## src/rtl/dot_clk_sequencer.sv

```systemverilog
// Dot-clock sequencer: supervises PLL lock, releases the system reset once lock
// has been stable, then splits the dot clock into the 8 sub-phases of a bus
// cycle and tracks the raster beam position.
//
// Ports:
//   clkDot       - dot clock, all logic on its rising edge
//   reset        - asynchronous active-low reset
//   pllLocked    - PLL lock, asynchronous to clkDot
//   isNtsc       - video standard select (1 = NTSC), quasi-static
//   sysReset_n   - active-low reset for downstream logic, high only in run
//   phi0         - CPU phase clock (low = VIC half, high = CPU half)
//   vicEn/cpuEn  - one-dot enables at the end of the VIC/CPU half-cycles
//   subPhase     - dot within the bus cycle, 0..7
//   cycleX       - bus cycle within the line
//   rasterY      - raster line within the frame
//   newLine      - first dot of every line
//   newFrame     - first dot of every frame
//   isNtscActive - video standard currently in effect
module dot_clk_sequencer #(
  parameter int unsigned LOCK_STABLE_CYCLES = 1024,
  parameter int unsigned CYCLES_PAL         = 63,
  parameter int unsigned LINES_PAL          = 312,
  parameter int unsigned CYCLES_NTSC        = 65,
  parameter int unsigned LINES_NTSC         = 263
) (
  input  logic       clkDot,
  input  logic       reset,
  input  logic       pllLocked,
  input  logic       isNtsc,
  output logic       sysReset_n,
  output logic       phi0,
  output logic       vicEn,
  output logic       cpuEn,
  output logic [2:0] subPhase,
  output logic [6:0] cycleX,
  output logic [8:0] rasterY,
  output logic       newLine,
  output logic       newFrame,
  output logic       isNtscActive
);

  localparam int unsigned CntW = (LOCK_STABLE_CYCLES > 2) ? $clog2(LOCK_STABLE_CYCLES) : 1;

  typedef enum logic [1:0] {StWaitLock, StStable, StRun} state_e;

  state_e          state_q, state_d;
  logic [CntW-1:0] cnt_q, cnt_d;
  logic            lock_meta_q, lock_s_q;

  logic [2:0] sub_q, sub_d;
  logic [6:0] cyc_q, cyc_d;
  logic [8:0] ras_q, ras_d;
  logic       mode_q, mode_d;
  logic       run_q, run_d;
  logic [6:0] cyc_max;
  logic [8:0] lines_max;
  logic       new_line_d;

  // Two-flop synchronizer for the asynchronous lock input
  always_ff @(posedge clkDot or negedge reset) begin
    if (!reset) begin
      lock_meta_q <= 1'b0;
      lock_s_q    <= 1'b0;
    end else begin
      lock_meta_q <= pllLocked;
      lock_s_q    <= lock_meta_q;
    end
  end

  always_ff @(posedge clkDot or negedge reset) begin
    if (!reset) begin
      state_q <= StWaitLock;
      cnt_q   <= '0;
    end else begin
      state_q <= state_d;
      cnt_q   <= cnt_d;
    end
  end

  always_comb begin
    state_d = state_q;
    cnt_d   = cnt_q;
    unique case (state_q)
      StWaitLock: begin
        cnt_d = '0;
        if (lock_s_q) state_d = StStable;
      end
      StStable: begin
        if (!lock_s_q) begin
          state_d = StWaitLock;
          cnt_d   = '0;
        end else begin
          cnt_d = cnt_q + 1'b1;
          // Leave on the edge where the count reaches LOCK_STABLE_CYCLES-1
          if (cnt_q == CntW'(LOCK_STABLE_CYCLES - 2)) state_d = StRun;
        end
      end
      StRun: begin
        cnt_d = '0;
        if (!lock_s_q) state_d = StWaitLock;
      end
      default: begin
        state_d = StWaitLock;
        cnt_d   = '0;
      end
    endcase
  end

  assign run_d     = (state_d == StRun);
  assign cyc_max   = mode_q ? 7'(CYCLES_NTSC - 1) : 7'(CYCLES_PAL - 1);
  assign lines_max = mode_q ? 9'(LINES_NTSC - 1) : 9'(LINES_PAL - 1);

  // Beam counters; outputs are registered from the next-state values so they
  // line up with the counters on the same edge.
  always_comb begin
    sub_d  = sub_q;
    cyc_d  = cyc_q;
    ras_d  = ras_q;
    mode_d = mode_q;
    if (!run_d) begin
      sub_d = '0;
      cyc_d = '0;
      ras_d = '0;
    end else if (!run_q) begin
      // Entry into run: counters are already zero, only the mode latches
      mode_d = isNtsc;
    end else begin
      sub_d = sub_q + 3'd1;
      if (sub_q == 3'd7) begin
        if (cyc_q == cyc_max) begin
          cyc_d = '0;
          if (ras_q == lines_max) begin
            ras_d  = '0;
            mode_d = isNtsc;
          end else begin
            ras_d = ras_q + 9'd1;
          end
        end else begin
          cyc_d = cyc_q + 7'd1;
        end
      end
    end
  end

  assign new_line_d = run_d && (sub_d == 3'd0) && (cyc_d == 7'd0);

  always_ff @(posedge clkDot or negedge reset) begin
    if (!reset) begin
      sub_q    <= '0;
      cyc_q    <= '0;
      ras_q    <= '0;
      mode_q   <= 1'b0;
      run_q    <= 1'b0;
      phi0     <= 1'b0;
      vicEn    <= 1'b0;
      cpuEn    <= 1'b0;
      newLine  <= 1'b0;
      newFrame <= 1'b0;
    end else begin
      sub_q    <= sub_d;
      cyc_q    <= cyc_d;
      ras_q    <= ras_d;
      mode_q   <= mode_d;
      run_q    <= run_d;
      phi0     <= run_d && sub_d[2];
      vicEn    <= run_d && (sub_d == 3'd3);
      cpuEn    <= run_d && (sub_d == 3'd7);
      newLine  <= new_line_d;
      newFrame <= new_line_d && (ras_d == 9'd0);
    end
  end

  assign sysReset_n   = run_q;
  assign subPhase     = sub_q;
  assign cycleX       = cyc_q;
  assign rasterY      = ras_q;
  assign isNtscActive = mode_q;

endmodule

```

## config.mk

```make
export PLATFORM = sky130hd
export DESIGN_NAME = dot_clk_sequencer
export DESIGN_NICKNAME = d
export VERILOG_FILES = /design/src/rtl/dot_clk_sequencer.sv
export SDC_FILE = /design/constraint.sdc
export NUM_CORES = 1
export LEC_CHECK = 0
export ABC_AREA = 1
export ABC_CLOCK_PERIOD_IN_PS = 1700
export CAP_MARGIN = 40
export CORE_AREA = 5 5 73 75
export CTS_CLUSTER_DIAMETER = 100
export DETAILED_ROUTE_END_ITERATION = 6
export DIE_AREA = 0 0 78 80
export DONT_BUFFER_PORTS = 1
export GPL_TIMING_DRIVEN = 0
export MAX_ROUTING_LAYER = met4
export PLACE_DENSITY = 0.65
export SETUP_SLACK_MARGIN = 0.1
export SLEW_MARGIN = 40
export SYNTH_ARGS = -nofsm -noshare
export SYNTH_HDL_FRONTEND = slang
export SYNTH_SLANG_ARGS = --single-unit
```

## constraint.sdc

```tcl
create_clock -name clkDot -period 1.7 [get_ports clkDot]
set_input_delay 0.51 -clock clkDot [delete_from_list [all_inputs] [get_ports clkDot]]
set_output_delay 0.51 -clock clkDot [all_outputs]
set_load 0.02 [all_outputs]
```

==> results.sh, run 1 <==
export IMPL_syn_area_mm2=0.002187
export IMPL_antennaDiodeCount=0
export IMPL_crit_start="cnt_q[0]"
export IMPL_final_setup_worst_slack_ns=-0.1795
export IMPL_crit_slowest_cell="sky130_fd_sc_hd__dfrtp_1"
export IMPL_finalClockSkew_ns=0.009610
export IMPL_postRouteWirelength_um=5022
export IMPL_fmax_ghz=0.5321
export IMPL_netlist_area_leader_share_pct=44.62
export IMPL_critical_path_end="newFrame"
export IMPL_final_hold_viol_count=0
export IMPL_worstMarginPinSlew_ns=0.3858
export IMPL_drv_max_cap_violation_count=0
export IMPL_vdd_ir_drop_max_mv=0.4477
export IMPL_synth_lib_cells_used_distinct=29
export IMPL_ff2ff_setup_slack_ns=-0.18
export IMPL_most_frequent_standard_cell_in_the_layout_excluding_fill_and_tap_cells="sky130_fd_sc_hd__nand2_1"
export IMPL_die_height_um=80
export IMPL_worstSetupEndpointType="flip-flop"
export IMPL_yosys_area_top_type="sky130_fd_sc_hd__dfrtp_1"
export IMPL_p_total_w=0.001916
export IMPL_relative_area_change_from_synthesis_to_final_layout_pct=28.32
export IMPL_routed_via_count=1921
export IMPL_clkSinkCount=39
export IMPL_grt_first_pass_wirelength_um=8542
export IMPL_fp_row_count=25
export IMPL_hold_slack_ns=0.04746
export IMPL_cts_inserted_buffers=5
export IMPL_sequential_to_total_area_share_from_yosys_stat_pct=44.62
export IMPL_required_ns=1.89
export IMPL_antenna_violating_nets_post_route=0
export IMPL_antenna_violations_before_repair=0
export IMPL_final_period_minus_worst_setup_slack_ns=1.879
export IMPL_finalCritPeriodShare_pct=110.6
export IMPL_reg2reg_to="newFrame"
export IMPL_type_of_element_launching_the_critical_path="flip-flop"
export IMPL_post_drt_wl_per_cell_um=13.46
export IMPL_drt_iter0_drc=127
export IMPL_peak_fanout_along_the_critical_path=8
export IMPL_pwr_density_cell_mw_per_mm2=682.6
export IMPL_netlist_instances=288
export IMPL_post_route_cells_drive_above_1_share_pct=32.92
export IMPL_ctsRootBufferMaster="sky130_fd_sc_hd__clkbuf_8"
export IMPL_fin_setup_tns_ns=-0.7061
export IMPL_ioPinCount=30
export IMPL_drc_errors=0
export IMPL_grt_total_usage_pct=17.66
export IMPL_htree_levels=2
export IMPL_cp_data_arrival_time_ns=2.07
export IMPL_power_static_leakage_nw=1.390
export IMPL_finalSetupViolations=8
export IMPL_worst_r2r_cell_count=13
export IMPL_routed_vias_inst=5.150
export IMPL_hpwlAfterDp_um=3382
export IMPL_crit_path_kind="reg -> reg"
export IMPL_worst_setup_hold_path_clk_slew_ns=0.08
export IMPL_report_final_slew_viol_count=0
export IMPL_largest_stage_delay_on_the_critical_path_ns=0.39
export IMPL_cp_cell_sequence="inv_1 -> ha_1 -> nand2_1 -> nor2_1 -> nand3_2 -> a21boi_4 -> buf_4 -> buf_6 -> nand3_2 -> nand3_1 -> nor2_2 -> nand2_1 -> nor2_1"
export IMPL_regToRegStartpoint="cnt_q[0]"
export IMPL_start_util_pct=47.56
export IMPL_grt_start_max_net_pins=40
export IMPL_detail_route_first_pass_iterations=4
export IMPL_chipWidth_um=78
export IMPL_insertion_delay_ns=0.30
export IMPL_violated_checks="negative setup slack"
export IMPL_final_net_count=328
export IMPL_slew_limit_headroom_pct=74.21
export IMPL_outcome="finished with violations"
export IMPL_holdCritPathClass="in -> async"
export IMPL_clock_tree_buf_depth=2
export IMPL_synth_nets=298
export IMPL_yosys_warnings=0
export IMPL_gr_total_overflow=0
export IMPL_ys_top_cells_by_area="sky130_fd_sc_hd__dfrtp_1, sky130_fd_sc_hd__nand2_1, sky130_fd_sc_hd__inv_1"
export IMPL_syn_area_per_cell_um2=7.594
export IMPL_placeableCoreArea_mm2=0.004598
export IMPL_port_buffers=0
export IMPL_die_area_mm2=0.006240
export IMPL_ffs_latches_synth=39
export IMPL_unrepaired_setup_endpoints_after_global_routing="yes"
export IMPL_tritoncts="done"
export IMPL_gp_routability_congestion=0.8741
export IMPL_mostFrequentLayoutCells="sky130_fd_sc_hd__nand2_1, sky130_fd_sc_hd__inv_1, sky130_fd_sc_hd__nor2_1"
export IMPL_first_global_vias=1792
[layout make-up]
class | count | area (um^2)
Multi-Input combinational cell | 197 | 1196
Sequential cell | 39 | 996.0
Timing Repair Buffer | 22 | 196.4
Clock inverter | 2 | 60.06
Clock buffer | 6 | 72.57
Tap cell | 54 | 67.56
Inverter | 50 | 197.7
Fill cell | 403 | 1792
Timing Repair inverter | 1 | 5.005
Buffer | 2 | 15.01
[layer usage]
metal	global-route usage [%]	up-vias	wire [um]	part of all wire, %
met5	-	-	0	0
met4	6.757	0	76	1.5
met3	4.402	5	258	5.1
met2	26.71	38	2408	48
met1	22.90	920	2278	45
li1	-	958	-	-
[synth_stat cells (all sizes together)]
cell type,count
dfrtp,39
o21ai,6
nand4,4
clkinv,2
a21boi,2
nand2,82
a21oi,9
inv,48
nor3,9
nand3,26
xnor2,3
xor2,5
mux2,1
mux2i,1
nor3b,1
nor2,39
and3,2
nor4,1
buf,2
ha,6
[report_power, final]
group	internal (W)	leakage (nW)	switching, W
combinational	0.0000158	0.816	0.0000366
sequential	0.000934	0.509	0.00000924
clock	0.000587	0.0654	0.000333
total	0.00154	1.39	0.000379
[worst max-delay path: cells and delay by family (launching register included)]
family,cells,cell delay [ns]
buf+inv,3,0.32
fa+ha+maj,1,0.14
flops,1,0.39
compound gates,1,0.31
simple gates,8,0.62
[through the flow]
step                util (%)  worst slack [ns]  cell area [um^2]  instances
floorplan                  -          0.008668              2232        288
global placement       50.01           -0.2953              2300        342
detailed placement     50.01           -0.2877              2300        342
CTS                    56.90           -0.1645              2616        363
global route           61.03           -0.3029              2806        373
finish                 61.03           -0.1795              2806        373
[repair_timing]
| action | CTS | global route |
|---|---|---|
| hold buffers | 1 | 0 |
| resized for setup | 30 | 37 |
| buffers inserted | 11 | 11 |
| pin swaps | 6 | 13 |
| gates cloned | 1 | 0 |
| setup endpoints to repair | 18 | 24 |
| endpoints found under the hold margin | 39 | 0 |
[worst min-delay path by stage]
stage | from | endpoint | slack, ns | cells after the start
4_1_cts | reset | cpuEn | 0.05 | 1
6_report | reset | lock_s_q | 0.05 | 1
3_5_place_dp | reset | vicEn | 0.22 | 0
5_1_grt | reset | cpuEn | 0.05 | 1
3_3_place_gp | reset | cpuEn | 0.22 | 0
2_1_floorplan | reset | cnt_q[0] | 0.21 | 0
[cell families after synthesis]
kind of cell / synth area share (%)
and+or+nand+nor: 33.75
buffers and inverters: 9.382
DFF: 44.62
AOI/OAI and AO/OA: 4.634
xor gates and xnor gates: 3.204
adders and majority gates: 3.432
muxes: 0.9725
[sequential cells by signal (all words and copies together) (netlist names)]
register / flops
lock_meta_q: 1
cpuEn: 1
cycleX: 7
sysReset_n: 1
isNtscActive: 1
lock_s_q: 1
state_q: 2
newFrame: 1
phi0: 1
rasterY: 9
subPhase: 2
newLine: 1
cnt_q: 10
vicEn: 1
Note: power is estimated with default switching activity, not from simulation.
==> run 2: changes to the inputs <==
Settings changed: CORE_AREA 5 5 73 75 to 5 5 76 78, DIE_AREA 0 0 78 80 to 0 0 81 83, PLACE_DENSITY 0.65 to not set.
==> results.sh, run 2 (same netlist as run 1, synthesis figures left out) <==
export IMPL_worstSetupEndpointType="flip-flop"
export IMPL_seq_area_um2=996.0
export IMPL_violated_checks="negative setup slack"
export IMPL_switching_share_pct=24.23
export IMPL_worstMarginPinSlew_ns=0.3668
export IMPL_clock_tree_buf_depth=2
export IMPL_holdCritPathClass="in -> async"
export IMPL_outcome="finished with violations"
export IMPL_layoutNonFillerInstCount=388
export IMPL_wl_met3_um=300
export IMPL_finalCritPeriodShare_pct=109.9
export IMPL_hold_slack_ns=0.03304
export IMPL_cp_cell_sequence="nand2_1 -> inv_1 -> nand2_1 -> nand2_2 -> buf_12 -> nand3_4 -> buf_12 -> nand2_4 -> nand2_2 -> nand2_2 -> nand2_2 -> nor2_4 -> nand2_1 -> nor2_1"
export IMPL_hpwlAfterDp_um=3388
export IMPL_most_frequent_standard_cell_in_the_layout_excluding_fill_and_tap_cells="sky130_fd_sc_hd__nand2_1"
export IMPL_largest_reg_flops=10
export IMPL_drt_met1_wl_um=2320
export IMPL_routed_via_count=1878
export IMPL_fp_row_count=26
export IMPL_tritoncts="done"
export IMPL_fmax_ghz=0.5352
export IMPL_report_final_slew_viol_count=0
export IMPL_power_net_switching_w=0.0003962
export IMPL_drt_iter0_drc=85
export IMPL_first_global_vias=1768
export IMPL_die_height_um=83
export IMPL_ctsRootBufferMaster="sky130_fd_sc_hd__clkbuf_8"
export IMPL_finalClockSkew_ns=0.006469
export IMPL_p_total_w=0.001635
export IMPL_drc_errors=0
export IMPL_top_register="cnt_q"
export IMPL_place_area_mm2=0.002320
export IMPL_grt_first_pass_wirelength_um=8342
export IMPL_antenna_violating_nets_post_route=0
export IMPL_post_route_cells_drive_above_1_share_pct=36.48
export IMPL_cp_data_arrival_time_ns=2.10
export IMPL_finalSetupViolations=3
export IMPL_gp_routability_congestion=0.8549
export IMPL_pwr_density_cell_mw_per_mm2=571.0
export IMPL_routed_top_layer="met4"
export IMPL_fillerInstances=446
export IMPL_cell_internal_pwr_w=0.001239
export IMPL_port_buffers=0
export IMPL_start_util_pct=43.66
export IMPL_slew_limit_headroom_pct=75.55
export IMPL_unrepaired_setup_endpoints_after_global_routing="yes"
export IMPL_insertion_delay_ns=0.30
export IMPL_placed_cells=358
export IMPL_htree_levels=2
export IMPL_drv_max_cap_violation_count=0
export IMPL_cts_inserted_buffers=5
export IMPL_routed_vias_inst=4.840
export IMPL_postRouteWirelength_um=4940
export IMPL_type_of_element_launching_the_critical_path="flip-flop"
export IMPL_placeableCoreArea_mm2=0.005010
export IMPL_crit_slowest_cell="sky130_fd_sc_hd__dfrtp_2"
export IMPL_antenna_violations_before_repair=0
export IMPL_required_ns=1.93
export IMPL_final_setup_worst_slack_ns=-0.1686
export IMPL_grt_start_max_net_pins=40
export IMPL_power_frac_seq_pct=57.7
export IMPL_detail_route_first_pass_iterations=5
export IMPL_final_hold_viol_count=0
export IMPL_power_static_leakage_nw=1.373
export IMPL_final_net_count=327
export IMPL_mostFrequentLayoutCells="sky130_fd_sc_hd__nand2_1, sky130_fd_sc_hd__inv_1, sky130_fd_sc_hd__nor2_1"
export IMPL_peak_fanout_along_the_critical_path=7
export IMPL_worst_setup_hold_path_clk_slew_ns=0.08
export IMPL_detailroute_wirelength_met2_um=2245
export IMPL_relative_area_change_from_synthesis_to_final_layout_pct=30.95
export IMPL_multiInputGateArea_mm2=0.001241
export IMPL_path_common_cell="sky130_fd_sc_hd__nand2_2"
export IMPL_gr_total_overflow=0
export IMPL_die_area_mm2=0.006723
export IMPL_relative_contribution_of_the_clock_network_to_total_power_pct=38.7
export IMPL_clkSinkCount=39
export IMPL_chipWidth_um=81
export IMPL_pwr_share_comb_pct=3.5
export IMPL_final_design_area_no_fill_mm2=0.002864
export IMPL_antennaDiodeCount=0
export IMPL_ioPinCount=30
export IMPL_grt_total_usage_pct=16.26
export IMPL_largest_stage_delay_on_the_critical_path_ns=0.55
export IMPL_final_period_minus_worst_setup_slack_ns=1.869
export IMPL_post_drt_wl_per_cell_um=12.73
export IMPL_crit_path_kind="reg -> reg"
export IMPL_vdd_ir_drop_max_mv=0.3474
## run 2: cell count changes in the layout (fill, tap and decap cells not counted), sizes merged
cell,change
bufinv,-2
clkinvlp,+2
clkbuf,-1
clkinv,-1
inv,+1
## run 2: area by class of cell
class,instances,share of cell area [%]
clock buffers,5,2.403
flip-flops and latches,39,34.77
well taps,70,3.058
multi-input cells,197,43.34
clock inverters,3,0.6990
inverters,50,7.165
plain buffers,2,0.5242
repair buffers,22,8.038
## run 2: worst paths after layout
check | from | to | slack, ns | depth (start not counted)
worst max-delay path | isNtscActive | newFrame | -0.17 | 14
worst min-delay path | reset | cnt_q[7] | 0.03 | 1
worst max register to register | isNtscActive | newFrame | -0.17 | 14
worst min register to register | lock_meta_q | lock_s_q | 0.35 | 0
max in group asynchronous | reset | cycleX[4] | 1.44 | 1
min in group clkDot | pllLocked | lock_meta_q | 0.23 | 0
## run 2: timing repair
| item | CTS | global route |
|---|---|---|
| pin swaps | 5 | 30 |
| resized for setup | 19 | 64 |
| hold buffers | 1 | 0 |
| endpoints found under the hold margin | 39 | 0 |
| buffers inserted | 10 | 11 |
| setup endpoints to repair | 20 | 22 |
## run 2: power groups by stage
stage                     registers [W]  logic [W]  clock network (W)
after floorplan                0.000960  0.0000208                  0
after global routing           0.000945  0.0000670           0.000696
after detailed placement       0.000963  0.0000250                  0
after global placement         0.000962  0.0000246                  0
after CTS                      0.000943  0.0000525           0.000653
final                          0.000944  0.0000578           0.000634
## run 2: metal layers
| metal | vias to the layer above | global-route usage [%] |
|---|---|---|
| met5 | - | - |
| met4 | 0 | 5.530 |
| met3 | 6 | 5.736 |
| met2 | 36 | 23.30 |
| met1 | 878 | 21.21 |
| li1 | 958 | - |
## run 2: stage by stage
| step | TNS [ns] | util (%) | worst slack [ns] |
|---|---|---|---|
| finish | -0.2387 | 57.17 | -0.1686 |
| detailed placement | -1.032 | 46.30 | -0.3171 |
| global placement | -0.7591 | 46.30 | -0.2887 |
| global route | -1.174 | 57.17 | -0.2629 |
| floorplan | 0 | - | 0.008668 |
| CTS | -0.3298 | 50.95 | -0.1737 |
## run 2: worst max-delay path: cells and delay by family, from the launching register on
kind                   cells  cell delay, ns
AND/OR/NAND/NOR           11            0.91
flip-flops                 1            0.55
buffers and inverters      3            0.34
